==> src/rtl/stopper_pkg.sv <==
// rtl/stopper_pkg.sv - shared state encoding, widths and slot-walk helper for the stopwatch lap control
package stopper_pkg;

  localparam int SLOT_W = 2;

  typedef enum logic [1:0] {
    S_IDLE   = 2'd0,
    S_RUN    = 2'd1,
    S_PAUSED = 2'd2,
    S_REVIEW = 2'd3
  } state_t;

  localparam logic [SLOT_W-1:0] DISP_LIVE = '0;

  // Returns the display code (slot+1) of the next valid slot after disp, wrapping
  // over slots 0..2; from DISP_LIVE this yields the lowest valid slot.
  function automatic logic [SLOT_W-1:0] next_valid_disp(input logic [2:0]        valid,
                                                        input logic [SLOT_W-1:0] disp);
    logic [SLOT_W-1:0] res;
    logic [1:0]        idx;
    res = disp;
    for (int k = 3; k >= 1; k--) begin
      idx = 2'((int'(disp) + k - 1) % 3);
      if (valid[idx]) res = SLOT_W'(int'(idx) + 1);
    end
    return res;
  endfunction

endpackage

==> src/rtl/key_debounce.sv <==
// rtl/key_debounce.sv - active-low key synchroniser and debouncer producing a one-cycle press pulse
module key_debounce #(
  parameter int DEBOUNCE_CYCLES = 500000
) (
  input  logic i_clk,
  input  logic i_rst,
  input  logic i_key_n,
  output logic o_press
);

  localparam int CNT_W = $clog2(DEBOUNCE_CYCLES + 1);

  logic             r_sync1;
  logic             r_sync2;
  logic             r_last;
  logic             r_acc;
  logic             r_press;
  logic [CNT_W-1:0] r_cnt;

  always_ff @(posedge i_clk) begin
    if (i_rst) begin
      r_sync1 <= 1'b1;
      r_sync2 <= 1'b1;
      r_last  <= 1'b1;
      r_acc   <= 1'b1;
      r_cnt   <= '0;
      r_press <= 1'b0;
    end else begin
      r_sync1 <= i_key_n;
      r_sync2 <= r_sync1;
      r_press <= 1'b0;
      if (r_sync2 != r_last) begin
        r_last <= r_sync2;
        r_cnt  <= '0;
      end else if (r_cnt != CNT_W'(DEBOUNCE_CYCLES)) begin
        r_cnt <= r_cnt + CNT_W'(1);
        // Counter saturates, so acceptance happens once per stable level.
        if (r_cnt == CNT_W'(DEBOUNCE_CYCLES - 1)) begin
          r_acc   <= r_last;
          r_press <= r_acc & ~r_last;
        end
      end
    end
  end

  assign o_press = r_press;

endmodule

==> src/rtl/stopper_lap_ctrl.sv <==
// rtl/stopper_lap_ctrl.sv - stopwatch run/lap/review FSM; STOPPER_REVIEW_AUTOSCROLL_EN adds review auto-scroll
module stopper_lap_ctrl
  import stopper_pkg::*;
#(
  parameter int DEBOUNCE_CYCLES = 500000,
  parameter int NUM_SLOTS       = 3,
  parameter int SCROLL_CYCLES   = 50000000
) (
  input  logic              CLK,
  input  logic              RST,
  input  logic [1:0]        KEY,
  input  logic              active,
  output logic              run,
  output logic              clear,
  output logic              save_we,
  output logic [SLOT_W-1:0] save_slot,
  output logic [2:0]        laps_valid,
  output logic [1:0]        disp_sel,
  output logic [1:0]        state
);

  if (DEBOUNCE_CYCLES < 1 || NUM_SLOTS < 1 || NUM_SLOTS > 3 || SCROLL_CYCLES < 1) begin : g_param_err
    $error("stopper_lap_ctrl: parameter out of range");
  end

  logic w_press0;
  logic w_press1;
  logic w_p0;
  logic w_p1;

  key_debounce #(.DEBOUNCE_CYCLES(DEBOUNCE_CYCLES)) u_key0 (
    .i_clk(CLK), .i_rst(RST), .i_key_n(KEY[0]), .o_press(w_press0)
  );
  key_debounce #(.DEBOUNCE_CYCLES(DEBOUNCE_CYCLES)) u_key1 (
    .i_clk(CLK), .i_rst(RST), .i_key_n(KEY[1]), .o_press(w_press1)
  );

  assign w_p0 = w_press0 & active;
  assign w_p1 = w_press1 & active;

  state_t            r_state,      w_state_nxt;
  logic              r_run,        w_run_nxt;
  logic              r_clear,      w_clear_nxt;
  logic              r_save_we,    w_save_we_nxt;
  logic [SLOT_W-1:0] r_save_slot,  w_save_slot_nxt;
  logic [SLOT_W-1:0] r_ptr,        w_ptr_nxt;
  logic [2:0]        r_laps_valid, w_laps_nxt;
  logic [SLOT_W-1:0] r_disp_sel,   w_disp_nxt;
`ifdef STOPPER_REVIEW_AUTOSCROLL_EN
  logic [31:0]       r_scroll_cnt, w_scroll_nxt;
`endif

  always_comb begin
    w_state_nxt     = r_state;
    w_clear_nxt     = 1'b0;
    w_save_we_nxt   = 1'b0;
    w_save_slot_nxt = r_save_slot;
    w_ptr_nxt       = r_ptr;
    w_laps_nxt      = r_laps_valid;
    w_disp_nxt      = r_disp_sel;
`ifdef STOPPER_REVIEW_AUTOSCROLL_EN
    w_scroll_nxt    = '0;
`endif
    case (r_state)
      S_IDLE: begin
        if (w_p0 && w_p1) begin
          if (|r_laps_valid) begin
            w_state_nxt = S_REVIEW;
            w_disp_nxt  = next_valid_disp(r_laps_valid, DISP_LIVE);
          end
        end else if (w_p1) begin
          w_state_nxt = S_RUN;
        end
      end
      S_RUN: begin
        if (w_p0) begin
          w_save_we_nxt   = 1'b1;
          w_save_slot_nxt = r_ptr;
          w_laps_nxt      = r_laps_valid | (3'b001 << r_ptr);
          w_ptr_nxt       = (r_ptr == SLOT_W'(NUM_SLOTS - 1)) ? '0 : r_ptr + SLOT_W'(1);
        end
        if (w_p1) w_state_nxt = S_PAUSED;
      end
      S_PAUSED: begin
        if (w_p0 && w_p1) begin
          if (|r_laps_valid) begin
            w_state_nxt = S_REVIEW;
            w_disp_nxt  = next_valid_disp(r_laps_valid, DISP_LIVE);
          end
        end else if (w_p1) begin
          w_state_nxt = S_RUN;
        end else if (w_p0) begin
          w_clear_nxt = 1'b1;
          w_ptr_nxt   = '0;
          w_laps_nxt  = '0;
          w_state_nxt = S_IDLE;
        end
      end
      S_REVIEW: begin
        if (w_p1) begin
          w_state_nxt = S_IDLE;
          w_disp_nxt  = DISP_LIVE;
        end else if (w_p0) begin
          w_disp_nxt = next_valid_disp(r_laps_valid, r_disp_sel);
        end else begin
`ifdef STOPPER_REVIEW_AUTOSCROLL_EN
          if (r_scroll_cnt == 32'(SCROLL_CYCLES - 1)) begin
            w_disp_nxt = next_valid_disp(r_laps_valid, r_disp_sel);
          end else begin
            w_scroll_nxt = r_scroll_cnt + 32'd1;
          end
`else
          // Without auto-scroll the shown slot moves only on a manual step.
          w_disp_nxt = r_disp_sel;
`endif
        end
      end
      default: w_state_nxt = S_IDLE;
    endcase
    w_run_nxt = (w_state_nxt == S_RUN);
  end

  always_ff @(posedge CLK) begin
    if (RST) begin
      r_state      <= S_IDLE;
      r_run        <= 1'b0;
      r_clear      <= 1'b0;
      r_save_we    <= 1'b0;
      r_save_slot  <= '0;
      r_ptr        <= '0;
      r_laps_valid <= '0;
      r_disp_sel   <= DISP_LIVE;
    end else begin
      r_state      <= w_state_nxt;
      r_run        <= w_run_nxt;
      r_clear      <= w_clear_nxt;
      r_save_we    <= w_save_we_nxt;
      r_save_slot  <= w_save_slot_nxt;
      r_ptr        <= w_ptr_nxt;
      r_laps_valid <= w_laps_nxt;
      r_disp_sel   <= w_disp_nxt;
    end
  end

`ifdef STOPPER_REVIEW_AUTOSCROLL_EN
  always_ff @(posedge CLK) begin
    if (RST) r_scroll_cnt <= '0;
    else     r_scroll_cnt <= w_scroll_nxt;
  end
`endif

  assign run        = r_run;
  assign clear      = r_clear;
  assign save_we    = r_save_we;
  assign save_slot  = r_save_slot;
  assign laps_valid = r_laps_valid;
  assign disp_sel   = r_disp_sel;
  assign state      = r_state;

endmodule

==> config.mk <==
export PLATFORM = sky130hd
export DESIGN_NAME = stopper_lap_ctrl
export DESIGN_NICKNAME = d
export VERILOG_FILES = /design/src/rtl/stopper_pkg.sv /design/src/rtl/key_debounce.sv /design/src/rtl/stopper_lap_ctrl.sv
export SDC_FILE = /design/constraint.sdc
export NUM_CORES = 1
export LEC_CHECK = 0
export CAP_MARGIN = 30
export CORE_ASPECT_RATIO = 0.6
export CORE_MARGIN = 2
export CORE_UTILIZATION = 65
export DETAILED_ROUTE_END_ITERATION = 8
export DONT_BUFFER_PORTS = 1
export GPL_TIMING_DRIVEN = 1
export PLACE_DENSITY = 0.81
export SLEW_MARGIN = 20
export SYNTH_ARGS = -nofsm -noshare
export SYNTH_HDL_FRONTEND = slang
export SYNTH_SLANG_ARGS = --single-unit
==> constraint.sdc <==
create_clock -name CLK -period 4.15 [get_ports CLK]
set_clock_uncertainty 0.05 [all_clocks]
set_input_delay 0.6225 -clock CLK [delete_from_list [all_inputs] [get_ports CLK]]
set_output_delay 0.6225 -clock CLK [all_outputs]
set_load 0.03 [all_outputs]
==> results_dict.tcl <==
set metrics [dict create \
    grt_antenna_before_repair 0 \
    cts_setup_buffers 0 \
    finalCritPeriodShare_pct 63.30 \
    synth.net_count 344 \
    power_mw 1.294 \
    synth_top_family_by_area "simple AND/OR/NAND/NOR gates" \
    relSlewSlack_pct 49.46 \
    peakVddDrop_uv 322.3 \
    maxSlewViolCount 0 \
    avgSynthCellArea_sq_um 8.656 \
    routed_wl_um 5484 \
    core_sq_um 4167 \
    cts.path.max_buffers 2 \
    syn_area_sq_um 2865 \
    muxShareOfSynthArea_pct 1.790 \
    worst_slew_pin_slew_ps 758.1 \
    grt_max_degree 26 \
    fin_tns_setup_ps 0 \
    grt_pass1_vias 2105 \
    p_per_area_nw_per_um2 412.6 \
    synth-seq-cells 62 \
    violations "design-rule violations" \
    synth.lib_cells_used.distinct 47 \
    syn_inst 331 \
    leakage_nw 1.119 \
    critical_path.slowest_cell "dfxtp_1" \
    fp.dieW_um 89.72 \
    critPathKind "reg2reg" \
    port_buffers 0 \
    postPlaceCellArea_sq_um 2888 \
    vias 2252 \
    cpPeakStageDelay_ps 600 \
    synth_adder_area_share_pct 3.493 \
    cts_sinks 62 \
    fin_cells 398 \
    root_buffer "clkbuf_8" \
    nets 346 \
    cts_max_level 3 \
    fillCellCount 298 \
    wire_per_inst_um 13.78 \
    ys_warn_count 0 \
    fin_area_sq_um 3137 \
    fin_crit_ps 2627 \
    crit_path_start_kind "flop" \
    layout-drive-gt1-share_pct 7.101 \
    fin_hold_ws_ps 288.7 \
    grt_use_total_pct 24.49 \
    syn2layout_area_growth_pct 9.476 \
    synth_compound_area_share_pct 8.559 \
    cp_common_cell "a22o_1" \
    synth-xor-area-share_pct 10.70 \
    dr.pass1.iters 8 \
    die_h_um 55.43 \
    yosysSeqAreaShare_pct 43.32 \
    path_buf_inv 1 \
    boundaryPins 17 \
    critical_path.max_fanout 8 \
    rows 18 \
    start_util_pct 68.77 \
    end_kind "flop" \
    required_ps 4360 \
    n_antenna_cell 0 \
    outcome "finished with violations" \
    rsz0062_at_grt "no" \
    crit_family "compound AO/OA/AOI/OAI gates" \
    ys.flop_type "dfxtp_1" \
    hold_class "in2reg" \
    die-area_sq_um 4973 \
    ys_async_sr_fraction_pct 0 \
    synth-simple-area-share_pct 28.47 \
    drtIter0Drc 112 \
    cts_tree "built" \
    crit_chain "inv_1 > ha_1 > nand2b_4 > a22o_1 > a22o_1 > or3b_1 > mux2_2 > a311oi_2" \
    placedCellCount 382 \
    clock_latency_ps 340 \
    maxCapViolCount 0 \
    setup_viol 0 \
    clk_pin_slew_ps 70 \
    drc_errors 1 \
    dp_hpwl_um 3654 \
    numCtsBuffers 9 \
    arrival_ps 2840 \
    ctsHoldBuffers 0 \
    hold_violations 0 \
    viasPerCell 5.658 \
    ant_nets 0 \
    cts_resized 0 \
    max_freq_ghz 0.3807 \
    synth_edf_count 0 \
    gp_congestion 0.8132 \
    grt_first_pass_wirelength_um 9604 \
    overflow 0 \
]
## sequential cells by signal (all words and copies together) (netlist names)
name / cells
disp_sel: 2
clear: 1
laps_valid: 3
u_key0.r_sync1: 1
u_key1.r_acc: 1
u_key1.r_cnt: 19
u_key0.r_cnt: 19
state: 2
u_key0.r_acc: 1
u_key1.o_press: 1
run: 1
u_key0.o_press: 1
u_key0.r_last: 1
u_key1.r_sync2: 1
u_key1.r_sync1: 1
u_key1.r_last: 1
save_slot: 2
u_key0.r_sync2: 1
save_we: 1
r_ptr: 2
## report_power, final
group	total (mW)	internal, mW	switching (mW)
clock network	0.659	0.432	0.226
logic	0.0273	0.0105	0.0168
registers	0.608	0.602	0.00627
## placed cells by master, fill, tap and decap left out, types with 2 or more instances in the layout
master | synthesis | final
a21oi_1 | 14 | 14
a221oi_1 | 2 | 2
a22o_1 | 2 | 2
and3_1 | 10 | 10
and4_1 | 3 | 3
bufinv_16 | 0 | 3
clkbuf_1 | 6 | 2
clkbuf_8 | 0 | 11
dfxtp_1 | 62 | 62
ha_1 | 8 | 8
inv_1 | 14 | 14
mux2i_1 | 4 | 4
nand2_1 | 29 | 29
nand2b_1 | 4 | 4
nand3_1 | 16 | 16
nand4_1 | 7 | 7
nand4b_1 | 3 | 3
nor2_1 | 56 | 56
nor2b_1 | 6 | 6
nor3_1 | 5 | 5
nor4b_1 | 5 | 5
o211ai_1 | 3 | 3
o21ai_0 | 5 | 5
or2_2 | 6 | 6
or3_1 | 2 | 2
or3b_1 | 2 | 2
xnor2_1 | 15 | 15
xor2_1 | 20 | 20
## cells in the mapped netlist (2+ instances only)
cell / n / area [sq um]
nand3_1: 16 / 80.08
or3_1: 2 / 12.51
ha_1: 8 / 100.1
dfxtp_1: 62 / 1241
xnor2_1: 15 / 131.4
o211ai_1: 3 / 22.52
a21oi_1: 14 / 70.07
nand4b_1: 3 / 26.28
and4_1: 3 / 26.28
nor3_1: 5 / 25.02
a22o_1: 2 / 17.52
nand2_1: 29 / 108.9
inv_1: 14 / 52.55
a221oi_1: 2 / 17.52
nand4_1: 7 / 43.79
nand2b_1: 4 / 25.02
nor2_1: 56 / 210.2
clkbuf_1: 6 / 22.52
or2_2: 6 / 37.54
xor2_1: 20 / 175.2
buf_6: 2 / 22.52
and3_1: 10 / 62.56
mux2i_1: 4 / 40.04
o21ai_0: 5 / 25.02
nor2b_1: 6 / 37.54
nor4b_1: 5 / 43.79
or3b_1: 2 / 17.52
## logic make-up (layout without fill, tap and decap cells)
| kind of cell | after synthesis | after routing |
|---|---|---|
| DFF | 62 | 62 |
| buffers and inverters | 23 | 30 |
| xor gates and xnor gates | 35 | 35 |
| adders and majority gates | 8 | 8 |
| AOI/OAI and AO/OA | 37 | 37 |
| muxes | 5 | 5 |
| and+or+nand+nor | 161 | 161 |
## final timing paths
check                                      end  depth (start not counted)  slack [ps]      startpoint
worst max-delay path               disp_sel[1]                          8        1520     disp_sel[1]
worst min-delay path               disp_sel[1]                          1         290             RST
worst max register to register     disp_sel[1]                          8        1520     disp_sel[1]
worst min register to register  u_key1.r_sync2                          1         370  u_key1.r_sync1
## metrics by stage
stage                     utilization, %  setup slack (ps)
after floorplan                        -              1709
after global placement             69.31              1637
after detailed placement           69.31              1558
after CTS                          75.29              1541
after global routing               75.29              1385
final                              75.29              1523
## layer usage
metal	vias up	wire length [um]	track usage (%)
li1	1129	-	-
met4	0	63	8.571
met2	72	2341	36.15
met3	8	419	10.91
met5	-	0	0
met1	1043	2660	32.09
## worst reg2reg max path: cells and delay by family, from the launching register on
| kind | cells | cell delay (ps) |
|---|---|---|
| compound gates | 3 | 670 |
| buf+inv | 1 | 120 |
| mux | 1 | 280 |
| fa+ha+maj | 1 | 290 |
| simple gates | 2 | 530 |
| flops | 1 | 600 |
## final cells by class
| type | instances | area (sq um) | area share, % |
|---|---|---|---|
| clock inverter | 3 | 90.09 | 2.872 |
| inverter | 14 | 52.55 | 1.675 |
| sequential | 62 | 1241 | 39.57 |
| tap | 60 | 75.07 | 2.393 |
| clock buffer | 13 | 158.9 | 5.066 |
| multi-input combinational | 246 | 1519 | 48.42 |
Power figures use the tool's default switching activity.
